### src/rtl/serial_normalizer_32.sv
// Multi-cycle 32-bit normalizer: binary-search left shift that removes leading zeros
// (unsigned mode) or redundant sign bits (signed mode) in five fixed steps of 16/8/4/2/1.
module serial_normalizer_32 (
  input  logic        clk,
  input  logic        clrn,
  input  logic        start,
  input  logic [31:0] x,
  input  logic        signed_mode,
  output logic        busy,
  output logic        done,
  output logic [31:0] sh,
  output logic [4:0]  sa,
  output logic        zero
);

  typedef enum logic {IDLE, RUN} state_t;

  state_t      state_q, state_d;
  logic [2:0]  k_q, k_d;
  logic [31:0] w_q, w_d;
  logic [4:0]  a_q, a_d;
  logic        m_q, m_d;
  logic        done_q, done_d;
  logic        zero_q, zero_d;

  logic [5:0]  n;
  logic [31:0] w_shift;
  logic        hit;

  // Step test: top n bits all zero (unsigned) or top n+1 bits all equal to the sign (signed).
  always_comb begin
    n       = 6'd1 << k_q;
    w_shift = w_q << n;
    if (m_q) hit = ((w_q ^ {32{w_q[31]}}) >> (6'd31 - n)) == 32'd0;
    else     hit = (w_q >> (6'd32 - n)) == 32'd0;
  end

  // NOTE: every always_comb output gets a default first so no path leaves a latch behind.
  always_comb begin
    state_d = state_q;
    k_d     = k_q;
    w_d     = w_q;
    a_d     = a_q;
    m_d     = m_q;
    done_d  = 1'b0;
    zero_d  = zero_q;
    case (state_q)
      IDLE: begin
        if (start) begin
          state_d = RUN;
          w_d     = x;
          a_d     = 5'd0;
          m_d     = signed_mode;
          k_d     = 3'd4;
        end
      end
      RUN: begin
        if (hit) begin
          w_d = w_shift;
          a_d = a_q + n[4:0];
        end
        if (k_q == 3'd0) begin
          state_d = IDLE;
          done_d  = 1'b1;
          // Zero flag is judged on the fully shifted word.
          zero_d  = m_q ? (w_d[30:0] == 31'd0) : (w_d == 32'd0);
        end else begin
          k_d = k_q - 3'd1;
        end
      end
      default: state_d = IDLE;
    endcase
  end

  // NOTE: sequential state uses non-blocking assignments so all registers update together.
  always_ff @(posedge clk or negedge clrn) begin
    if (!clrn) begin
      state_q <= IDLE;
      k_q     <= 3'd0;
      w_q     <= 32'd0;
      a_q     <= 5'd0;
      m_q     <= 1'b0;
      done_q  <= 1'b0;
      zero_q  <= 1'b0;
    end else begin
      state_q <= state_d;
      k_q     <= k_d;
      w_q     <= w_d;
      a_q     <= a_d;
      m_q     <= m_d;
      done_q  <= done_d;
      zero_q  <= zero_d;
    end
  end

  assign busy = (state_q == RUN);
  assign done = done_q;
  assign sh   = w_q;
  assign sa   = a_q;
  assign zero = zero_q;

endmodule

### config.mk
export PLATFORM = sky130hd
export DESIGN_NAME = serial_normalizer_32
export DESIGN_NICKNAME = d
export VERILOG_FILES = /design/src/rtl/serial_normalizer_32.sv
export SDC_FILE = /design/constraint.sdc
export NUM_CORES = 1
export LEC_CHECK = 0
export ABC_AREA = 0
export BUFFER_PORTS_ARGS = -buffer_cell sky130_fd_sc_hd__clkbuf_2
export CAP_MARGIN = 20
export CORE_MARGIN = 2
export CORE_UTILIZATION = 54
export DETAILED_ROUTE_END_ITERATION = 8
export PLACE_DENSITY_LB_ADDON = 0.2
export SLEW_MARGIN = 25
export SYNTH_ARGS = -nofsm -noshare
export SYNTH_HDL_FRONTEND = slang
export SYNTH_SLANG_ARGS = --single-unit
### constraint.sdc
create_clock -name clk -period 11.98 [get_ports clk]
set_clock_uncertainty 0.2 [all_clocks]
set_input_delay 2.396 -clock clk [delete_from_list [all_inputs] [get_ports clk]]
set_output_delay 2.396 -clock clk [all_outputs]
set_load 0.05 [all_outputs]
* Word level (Yosys, flattened, before mapping)
Index checks and enable logic that the tools add are counted.
** Word-level totals
- Bits in registers :: 44
- Input bits :: 36
- Output and inout bits :: 40
- Word-level logic and storage cells :: 46
** Cells by class
- Add/subtract/negate cells :: 4
- Eq/ne operators :: 3
- Shift operators :: 4
- Mux-type cells :: 17
- Bitwise operators :: 2
- Reductions and logical operators :: 9
** Operators with widths (count)
- $logic_not A32 Y1 :: 3
- $mux W32 :: 3
- $pmux W32 S2 :: 1
- $shr A32 B6 Y32 :: 2
- $shl A32 B6 Y32 :: 1
- $xor A32 B32 Y32 :: 1
- $logic_not A31 Y1 :: 1
- $mux W5 :: 2
- $pmux W5 S2 :: 1
- $reduce_and A2 Y1 :: 4
- $mux W1 :: 6
- $mux W3 :: 2
- $pmux W3 S2 :: 1
- $shl A1 B3 Y6 const A :: 1
- $sub A5 B6 Y6 const A :: 1
- $sub A6 B6 Y6 const A :: 1
- $add A5 B5 Y5 :: 1
- $ne A2 B2 Y1 const B :: 2
- $logic_not A3 Y1 :: 1
- $sub A3 B1 Y3 const B :: 1
- $ne A2 B1 Y1 const B :: 1
- $pmux W1 S2 :: 1
- $not A1 Y1 :: 1

* Logic depth before layout (Yosys ltp)
Gate-level depths: netlist of run 1.
- Depth after elaboration :: 9
- Depth in mapped cells :: 22
- Depth with buffers taken out :: 15

* Worst setup path after synthesis of run 1
OpenSTA, ideal clock, no wires.
- Kind :: register to register
- Start :: register k_q[1]
- End :: register a_q[4], in the netlist sa[4]
- Library setup time :: 0.122 ns
- Data arrival time :: 4.095 ns
- Path slack :: 7.564 ns
- Cell stages (with the launch flop) :: 19
- Clock period less this slack :: 4.416 ns
- Path through :: dfrtp_1 -> inv_1 -> ha_1 -> nor2b_1 -> inv_1 -> buf_2 -> buf_1 -> ha_1 -> buf_2 -> xnor2_1 -> mux2_2 -> a221oi_1 -> nand2_1 -> a221o_1 -> a21oi_1 -> o21ai_2 -> o31a_1 -> a31o_1 -> a32o_1
** Between the ends
- Word-level cells in the longest chain between the ends :: 7
- Elaborated cells on any way between the ends :: 13
** RTL lines
- start, declared :: line 19 : logic [2:0] k_q, k_d;
- start signal, assigned :: line 87 : k_q <= k_d;
- $shl A1 B3 Y6 (*) :: line 32 : n = 6'd1 << k_q;
- $sub A6 B6 Y6 or $sub A5 B6 Y6 (tied branches) :: line 35, 34
- $shr A32 B6 Y32, on equally long branches :: line 35, 34
- $logic_not A32 Y1, on equally long branches :: line 35, 34
- $mux W1 :: line 34 : if (m_q) hit = ((w_q ^ {32{w_q[31]}}) >> (6'd31 - n)) == 32'd0;
- $ne A2 B1 Y1 (no source line)
- $reduce_and A2 Y1 (no source line)
- end signal, assigned :: line 81 : a_q <= 5'd0;
- end signal, assigned :: line 89 : a_q <= a_d;
- end, declared :: line 21 : logic [4:0] a_q, a_d;
Every way passes the cells marked *; elsewhere a longest branch is shown, timed or not. The select of a mux whose other input is x is not followed.
A chain may end at the register's enable or synchronous reset.

* Worst setup path in the final report of run 1
- Start :: register k_q[1]
- End :: register a_q[0], in the netlist sa[0]
Same word-level chain as after synthesis.

==> metrics.yaml, run 1 <==
antenna_found_initial: 0
cp_data_arrival_time_ns: 6.22
nets: 830
portBuffers: 75
maxSlewViolCount: 0
drv_cap: 0
grt_pass1_wl_mm: 39.88
yosysWarnings: 0
cp_cell_sequence: "inv_1 -> ha_1 -> nor2b_2 -> inv_1 -> ha_1 -> inv_1 -> nor2_1 -> a221oi_1 -> o31ai_1 -> o211ai_1 -> a31oi_2 -> o21ai_2 -> nor2_2 -> nand2_1 -> a31o_2"
synth_cells: 782
cts_tree: "yes"
path_buf_inv: 3
rrSetupSlack_ns: 5.75
slowest_stage: "ha_1"
worstPathMaxFanout: 25
antenna_left: 0
wl_mm: 25.93
grtUsageTotal: 0.4110
final-hold-violation-count: 0
grt_pass1_vias: 6761
clock-sinks: 44
ioPinCount: 76
post_cts_buffers: 0
drtIter0Drc: 1359
synthFlopType: "dfrtp_1"
setup_viol: 0
tns_ns: 0
post-route-period-util: 0.5202
gr-total-overflow: 0
diodes: 0
cts_resized: 0
gp_congestion: 1.064
fp.dieArea_um2: 12260
synth_edf_count: 0
startpoint_type: "flip-flop"
rsz0062_at_grt: "false"
worstMarginPinSlew_ns: 0.9523
crit_type: "flip-flop to flip-flop"
fin_util: 0.5952
grt_start_max_net_pins: 68
die_h_um: 110.7
cts_htree_levels: 2
yosys_register_bits: 44
fp.dieW_um: 110.7
cp.required_ns: 11.97
via_count: 7187
avgRoutedWirePerCell_um: 28.00
hold_path_class: "flip-flop to flip-flop"
cts-root-buf: "clkbuf_16"
drtPass1Iterations: 6
layout-drive-gt1-share: 0.1959
core_um2: 10980
cts_made_buffers: 5
clock_latency_ns: 0.30
initial_utilization: 0.5599
slew_headroom: 0.3651
fmax_mhz: 160.5
grt_use_met1: 0.5674
ys_types: 92
status: "finished clean"
period_minus_slack_ns: 6.232
num_rows: 38
crit_top_cell: "inv_1"
viasPerCell: 7.761
syn_nets: 827
clkTransAtPathRegs_ns: 0.07
synth-seq-area-share: 0.1790
synthToLayoutAreaGrowth_pct: 6.307
grt_use_met2: 0.6119
dpl_cell_area_um2: 6347
slowest_delay_ns: 0.86
crit_family: "adder cells"
cts_hold_buffers: 0
synthArstFlopShare: 1.000
grt_util_met3: 0.09349
clk_path_buf_depth: 2
dp_hpwl_mm: 18.02
avgSynthCellArea_um2: 7.864
drc: 0
final_area_um2: 6538
syn_area_um2: 6150
grt.busiest_layer: "met2"
endpoint_kind: "flip-flop"
-- flip-flops by register name, indices dropped and copies added, names as in the netlist --
name  flops
done      1
sa        5
m_q       1
sh       32
zero      1
k_q       3
busy      1
-- per-layer routing --
| layer | wire, um | part of all wire |
|---|---|---|
| met1 | 9918 | 0.38 |
| met2 | 11230 | 0.43 |
| met3 | 3453 | 0.13 |
| met4 | 1325 | 0.051 |
| met5 | 0 | 0 |
-- cell usage after synthesis, drive strengths merged, types with 4 or more instances --
cell type / number / area, um2
nand4: 8 / 50.05
xnor2: 11 / 103.9
o221ai: 9 / 78.83
nand2b: 6 / 37.54
nor2: 43 / 163.9
and3: 12 / 75.07
a221o: 4 / 40.04
and2: 5 / 31.28
nor3: 11 / 55.05
o211ai: 17 / 127.6
a22oi: 10 / 75.07
inv: 32 / 122.6
o22ai: 9 / 56.30
a211o: 6 / 52.55
a32oi: 8 / 70.07
ha: 9 / 112.6
o32ai: 5 / 43.79
buf: 43 / 260.3
or2: 4 / 25.02
nor4: 8 / 65.06
nand3b: 5 / 37.54
nand3: 27 / 135.1
a211oi: 35 / 292.8
clkbuf: 46 / 172.7
a2111oi: 7 / 87.58
a21oi: 50 / 250.2
and3b: 17 / 148.9
a221oi: 9 / 85.08
dfrtp: 44 / 1101
o21ai: 31 / 162.7
nand2: 75 / 284.0
nor2b: 4 / 25.02
mux2i: 32 / 320.3
a31oi: 28 / 181.4
nor3b: 14 / 105.1
mux4: 18 / 405.4
o21a: 18 / 136.4
mux2: 6 / 67.56
-- placed cells by master (no fill, tap or decap), types with 9 or more instances in the layout --
master,instances
inv_1,29
a31oi_1,27
buf_4,11
o21ai_0,29
o22ai_1,9
a21oi_1,50
nand3_1,27
o211ai_1,17
nor2_1,42
and3b_1,17
and3_1,12
nor3_1,11
nor3b_1,14
dfrtp_1,44
clkbuf_2,74
nand2_1,74
o21a_1,17
o221ai_1,9
a211oi_1,29
mux2i_1,32
xnor2_1,10
mux4_2,18
a22oi_1,10
-- cells by family (layout without fill, tap and decap cells) --
kind of cell / count (synthesis) / in the layout / share of synthesized area
and+or+nand+nor: 256 / 256 / 0.2262
DFF: 44 / 44 / 0.1790
AOI/OAI and AO/OA: 283 / 283 / 0.3379
muxes: 56 / 56 / 0.1290
adders and majority gates: 10 / 10 / 0.01994
xor gates and xnor gates: 11 / 11 / 0.01689
buffers and inverters: 122 / 126 / 0.09095
-- area by class of cell --
cell class | count | area, um2
well taps | 140 | 175.2
inverters | 33 | 126.4
fillers | 1043 | 4446
clock inverters | 2 | 38.79
flip-flops and latches | 44 | 1101
repair buffers | 85 | 452.9
multi-input cells | 616 | 4504
clock buffers | 6 | 138.9
-- metrics by stage --
stage          setup WS (ns)  cells  hold WS, ns
2_1_floorplan          7.564    782       0.2837
3_3_place_gp           6.080    918       0.3078
3_5_place_dp           5.809    918       0.3498
4_1_cts                5.789    926       0.3653
5_1_grt                5.418    926       0.3900
6_report               5.748    926       0.3576
-- worst paths after layout --
check,start,cells after the start,end
worst max-delay path,k_q[1]$_DFFE_PN0P_,15,sa[0]$_DFFE_PN0P_
worst min-delay path,sa[4]$_DFFE_PN0P_,1,sa[4]$_DFFE_PN0P_
worst max register to register,k_q[1]$_DFFE_PN0P_,15,sa[0]$_DFFE_PN0P_
worst min register to register,sa[4]$_DFFE_PN0P_,1,sa[4]$_DFFE_PN0P_
max in group asynchronous,clrn,1,sh[24]$_DFFE_PN0P_
min in group asynchronous,clrn,1,sa[3]$_DFFE_PN0P_
Power of run 1 is not shown: default switching activity piles up to over one toggle a cycle in this logic, so the estimate is an artifact.
==> run 2, diff against run 1 <==
- ABC_AREA: 0 -> 1
- clock period: 11.98 -> 5.2 ns (I/O delays scaled with it)
==> run 2 against run 1 <==
  * First-iteration DRC count decreased by 12%
  * Final area increased by 13%
  * Flip-flop and latch count unchanged
  * Core utilization decreased by 0.48 points
  * Fmax increased by 33%
  * Clock-buffer cell count unchanged
  * Synthesized cell count increased by 65%
  * Routed wire length increased by 0.75%
  * Die area increased by 11%
==> metrics.yaml, run 2 <==
initial_utilization: 0.5489
fp.dieArea_um2: 13640
synth_compound_area_frac: 0.1158
syn_nets: 1332
drtIter0Drc: 1199
synth_most_common_cell: "nand2_1"
slew_headroom: 0.3743
synth-adder-area-share: 0.01639
layout-drive-gt1-share: 0.1012
synthArstFlopShare: 1.000
whs_ns: 0.2990
rsz0062_at_grt: "false"
syn_area_um2: 6870
status: "finished clean"
min_from: "zero$_DFFE_PN0P_"
worstMarginPinSlew_ns: 0.9328
post-route-period-util: 0.9002
ioPinCount: 76
synth.area.mux_share: 0.002914
tns_ns: 0
final_cell_mix: "nand2_1, nand3_1, clkbuf_2"
synth_cells: 1287
fill_cells: 1396
cts_resized: 0
final_area_um2: 7391
antenna_found_initial: 0
clock-sinks: 44
diodes: 0
clock_latency_ns: 0.30
yosysTopAreaCell: "nand2_1"
grt_pass1_vias: 7667
avgSynthCellArea_um2: 5.338
num_rows: 41
die_h_um: 116.8
gp_congestion: 1.032
gr-total-overflow: 0
dp_hpwl_mm: 19.73
drtPass1Iterations: 6
grtUsageTotal: 0.3851
fmax_mhz: 213.6
reg2reg_from: "k_q[0]$_DFFE_PN0P_"
yosys_register_bits: 44
period_minus_slack_ns: 4.681
holdPathStages: 2
cp.required_ns: 5.24
crit_type: "flip-flop to flip-flop"
synth_edf_count: 0
cts_hold_buffers: 0
yosys.area_share.simple: 0.5709
ff2ff_path_depth: 25
viasPerCell: 5.952
via_count: 8844
synth-seq-area-share: 0.1603
clk_path_buf_depth: 2
multi_input_area_um2: 5049
stdcell_count: 1486
cts-root-buf: "clkbuf_16"
nets: 1358
hold_path_class: "flip-flop to flip-flop"
avgRoutedWirePerCell_um: 17.58
cp_data_arrival_time_ns: 4.72
cts_made_buffers: 5
startpoint_type: "flip-flop"
maxSlewViolCount: 0
dpl_cell_area_um2: 7213
portBuffers: 75
setup_viol: 0
synthXorXnorAreaFrac: 0.02805
wl_mm: 26.12
synth_top_area_frac: 0.2956
grt_start_max_net_pins: 71
drc: 0
clkTransAtPathRegs_ns: 0.07
synthFlopType: "dfrtp_1"
grt_pass1_wl_mm: 41.15
fp.dieW_um: 116.8
cts_htree_levels: 2
crit_path_start: "k_q[0]$_DFFE_PN0P_"
post_cts_buffers: 0
drv_cap: 0
synth_commonest_cells: "nand2_1, nand3_1, o21ai_0"
place_inst: 1478
rrSetupSlack_ns: 0.52
synthToLayoutAreaGrowth_pct: 7.576
ys_types: 42
layout.cells.most_common: "nand2_1"
synthTopCellsByArea: "nand2_1, nand3_1, dfrtp_1"
yosysWarnings: 0
largest_reg_flops: 32
worstPathMaxFanout: 43
layout.area.seq_um2: 1101
core_um2: 12520
antenna_left: 0
final-hold-violation-count: 0
cts_tree: "yes"
synth_top_family_by_area: "simple AND/OR/NAND/NOR gates"
endpoint_kind: "flip-flop"
-- run 2: changes by cell type after synthesis, sizes merged, moves of 17 or more --
| cell | before | now |
|---|---|---|
| clkbuf | 46 | 24 |
| and3b | 17 | 0 |
| nand2 | 75 | 550 |
| a21oi | 50 | 11 |
| mux2i | 32 | 2 |
| inv | 32 | 77 |
| a31oi | 28 | 3 |
| mux4 | 18 | 0 |
| a211oi | 35 | 5 |
| nand3 | 27 | 280 |
| o21ai | 31 | 86 |
| nor2 | 43 | 65 |
-- run 2: routing by layer --
layer / wire (um) / part of all wire / vias up / global-route usage
met1: 11450 / 0.44 / 3985 / 0.5653
met5: 0 / 0 / - / 0
met2: 11020 / 0.42 / 512 / 0.5773
met4: 910 / 0.035 / 0 / 0.1153
li1: - / - / 4273 / -
met3: 2742 / 0.10 / 74 / 0.06797
-- run 2: worst max-delay path, cell delays in order (launching register included) --
cell and delay, ns:
dfrtp_1 0.41, inv_1 0.14, ha_1 0.24, buf_4 0.33, inv_2 0.11, nor2_4 0.52
nor2_4 0.11, inv_1 0.08, nand2_1 0.05, nand2_2 0.14, inv_2 0.12, nand3_1 0.14
nand2_1 0.06, nor2_1 0.10, nand3_1 0.08, o21bai_1 0.12, nand2_1 0.12, nand2_2 0.34
nand2_4 0.36, o21ai_0 0.34, nand2_1 0.08, nor2_1 0.09, nand2_1 0.09, nor2_1 0.10
nand3_1 0.07, nand2_1 0.06
-- run 2: worst paths after layout --
path                                           to
worst max register to register   zero$_DFFE_PN0P_
worst min-delay path             zero$_DFFE_PN0P_
worst max-delay path             zero$_DFFE_PN0P_
worst min register to register   zero$_DFFE_PN0P_
min in group asynchronous          done$_DFF_PN0_
max in group asynchronous       sa[2]$_DFFE_PN0P_
-- run 2: cell type report --
class | instances | area share
multi-input cells | 1085 | 0.6831
flip-flops and latches | 44 | 0.1490
repair buffers | 95 | 0.07279
inverters | 82 | 0.04198
well taps | 172 | 0.02912
clock buffers | 6 | 0.01879
clock inverters | 2 | 0.005248
-- run 2: cell families (layout without fill, tap and decap cells) --
kind of cell,Yosys count,in the layout
muxes,2,2
and+or+nand+nor,914,914
xor gates and xnor gates,22,22
adders and majority gates,9,9
AOI/OAI and AO/OA,138,138
buffers and inverters,158,185
DFF,44,44
-- run 2: stage by stage --
step           setup WS (ns)    util
4_1_cts               0.6272  0.5905
2_1_floorplan          1.381       -
3_3_place_gp          0.7520  0.5763
3_5_place_dp          0.6534  0.5763
6_report              0.5189  0.5905
5_1_grt               0.1459  0.5905
Power of run 2 is left out for the same reason.
==> run 3, diff against run 2 <==
--- a/config.mk
+++ b/config.mk
@@ -7,9 +7,9 @@
 export LEC_CHECK = 0
 export ABC_AREA = 1
-export BUFFER_PORTS_ARGS = -buffer_cell sky130_fd_sc_hd__clkbuf_2
 export CAP_MARGIN = 20
 export CORE_MARGIN = 2
 export CORE_UTILIZATION = 54
 export DETAILED_ROUTE_END_ITERATION = 8
+export DONT_BUFFER_PORTS = 1
 export PLACE_DENSITY_LB_ADDON = 0.2
 export SLEW_MARGIN = 25
==> constraint.sdc (replaced) <==
create_clock -name clk -period 5.2 [get_ports clk]
set_clock_uncertainty 0.2 [all_clocks]
set_input_delay 0 -clock clk [delete_from_list [all_inputs] [get_ports clk]]
set_output_delay 0 -clock clk [all_outputs]
set_load 0.05 [all_outputs]
==> run 3 against run 2 <==
  * Register-to-register slack worse by 0.15 ns
  * Final area grew 4.6%
  * Final cell count fell by 0.27%
  * Global-route usage is 1.1 points higher
  * Critical path depth down 4
==> metrics.yaml, run 3 (synthesis gave the netlist of run 2 again) <==
fmax_mhz: 206.8
cts-root-buf: "clkbuf_16"
ioPinCount: 76
final-hold-violation-count: 0
nets: 1354
endpoint_kind: "flip-flop"
via_count: 8984
crit_type: "flip-flop to flip-flop"
layout.area.seq_um2: 1102
cp_data_arrival_time_ns: 4.86
fp.dieArea_um2: 13640
core_um2: 12520
tns_ns: 0
antenna_found_initial: 1
initial_utilization: 0.5489
antenna_left: 0
dp_hpwl_mm: 19.54
diodes: 0
grt_pass1_vias: 7982
clkTransAtPathRegs_ns: 0.07
hold_path_class: "input pin to async pin"
drtPass1Iterations: 7
clock-sinks: 44
fin_util: 0.6174
startpoint_type: "flip-flop"
viasPerCell: 6.062
num_rows: 41
worstMarginPinSlew_ns: 0.9207
fill_cells: 1281
fp.dieW_um: 116.8
post-route-period-util: 0.9298
multi_input_area_um2: 5057
grt_pass1_wl_mm: 42.07
avgRoutedWirePerCell_um: 18.26
cp.required_ns: 5.23
wl_mm: 27.06
setup_viol: 0
layout-drive-gt1-share: 0.04809
drc: 0
cts_tree: "yes"
clk_path_buf_depth: 2
period_minus_slack_ns: 4.835
maxSlewViolCount: 0
final_cell_mix: "nand2_1, nand3_1, o21ai_0"
gp_congestion: 1.033
post-route-worst-setup-slack_ns: 0.3650
status: "finished clean"
drv_cap: 0
grt_start_max_net_pins: 45
grtUsageTotal: 0.3957
layout.cells.most_common: "nand2_1"
synthToLayoutAreaGrowth_pct: 12.47
cts_made_buffers: 5
worstPathMaxFanout: 43
dp_slack_ns: 0.7519
rsz0062_at_grt: "false"
largest_reg_flops: 32
clock_latency_ns: 0.30
drtIter0Drc: 1212
cts_htree_levels: 2
gr-total-overflow: 0
portBuffers: 0
stdcell_count: 1482
post_cts_buffers: 0
slew_headroom: 0.3824
place_inst: 1406
die_h_um: 116.8
[run 3: worst paths after layout]
kind | cells after the start | slack (ns) | start | end
setup / recovery | 21 | 0.36 | k_q[1]$_DFFE_PN0P_ | sh[10]$_DFFE_PN0P_
hold / removal | 2 | 0.02 | clrn | sh[15]$_DFFE_PN0P_
setup reg to reg | 21 | 0.36 | k_q[1]$_DFFE_PN0P_ | sh[10]$_DFFE_PN0P_
hold reg to reg | 2 | 0.44 | k_q[1]$_DFFE_PN0P_ | k_q[1]$_DFFE_PN0P_
max in group asynchronous | 2 | 4.56 | clrn | sh[31]$_DFFE_PN0P_
min in group clk | 3 | 0.20 | signed_mode | m_q$_DFFE_PN0P_
[run 3: final cells by class]
class                           count  share of cell area
Timing Repair Buffer               91              0.1127
Sequential cell                    44              0.1426
Clock buffer                        5             0.01619
Inverter                           82             0.04016
Multi-Input combinational cell   1085              0.6545
Clock inverter                      3            0.005991
Tap cell                          172             0.02785
[run 3: metrics by stage]
| stage | hold slack, ns | instance area, um2 |
|---|---|---|
| 2_1_floorplan | -0.4956 | 6870 |
| 3_3_place_gp | -0.4947 | 6849 |
| 3_5_place_dp | -0.4946 | 6849 |
| 4_1_cts | 0.008786 | 7719 |
| 5_1_grt | 0.03365 | 7727 |
| 6_report | 0.01529 | 7727 |
[run 3: what timing repair did]
| item | CTS | global route |
|---|---|---|
| hold buffers | 68 | 0 |
| endpoints found under the hold margin | 83 | 0 |
| setup endpoints to repair | 0 | 7 |
| resized for setup | 0 | 1 |
[run 3: critical path, stage by stage (launching register included)]
cell and delay (ns):
dfrtp_1 0.40, inv_1 0.13, ha_1 0.25, nand2_2 0.27
ha_1 0.41, clkinv_1 0.05, buf_4 0.32, nand3_1 0.17
nand3_1 0.12, nand3_1 0.11, nor2_1 0.12, nor2_1 0.04
nor2_1 0.08, nand2_1 0.05, o21bai_1 0.14, nand2_1 0.13
nand2_2 0.39, nand2_8 0.27, nand2_1 0.13, nand2_1 0.09
o211ai_1 0.25, dlygate4sd3_1 0.62
[run 3: per-layer routing]
| metal | up-vias | global-route usage | share of wire |
|---|---|---|---|
| met5 | - | 0 | 0.00037 |
| met4 | 2 | 0.1678 | 0.047 |
| met3 | 115 | 0.08599 | 0.12 |
| met2 | 570 | 0.5954 | 0.42 |
| met1 | 4011 | 0.5488 | 0.41 |
| li1 | 4286 | - | - |
Power of run 3 is left out for the same reason.
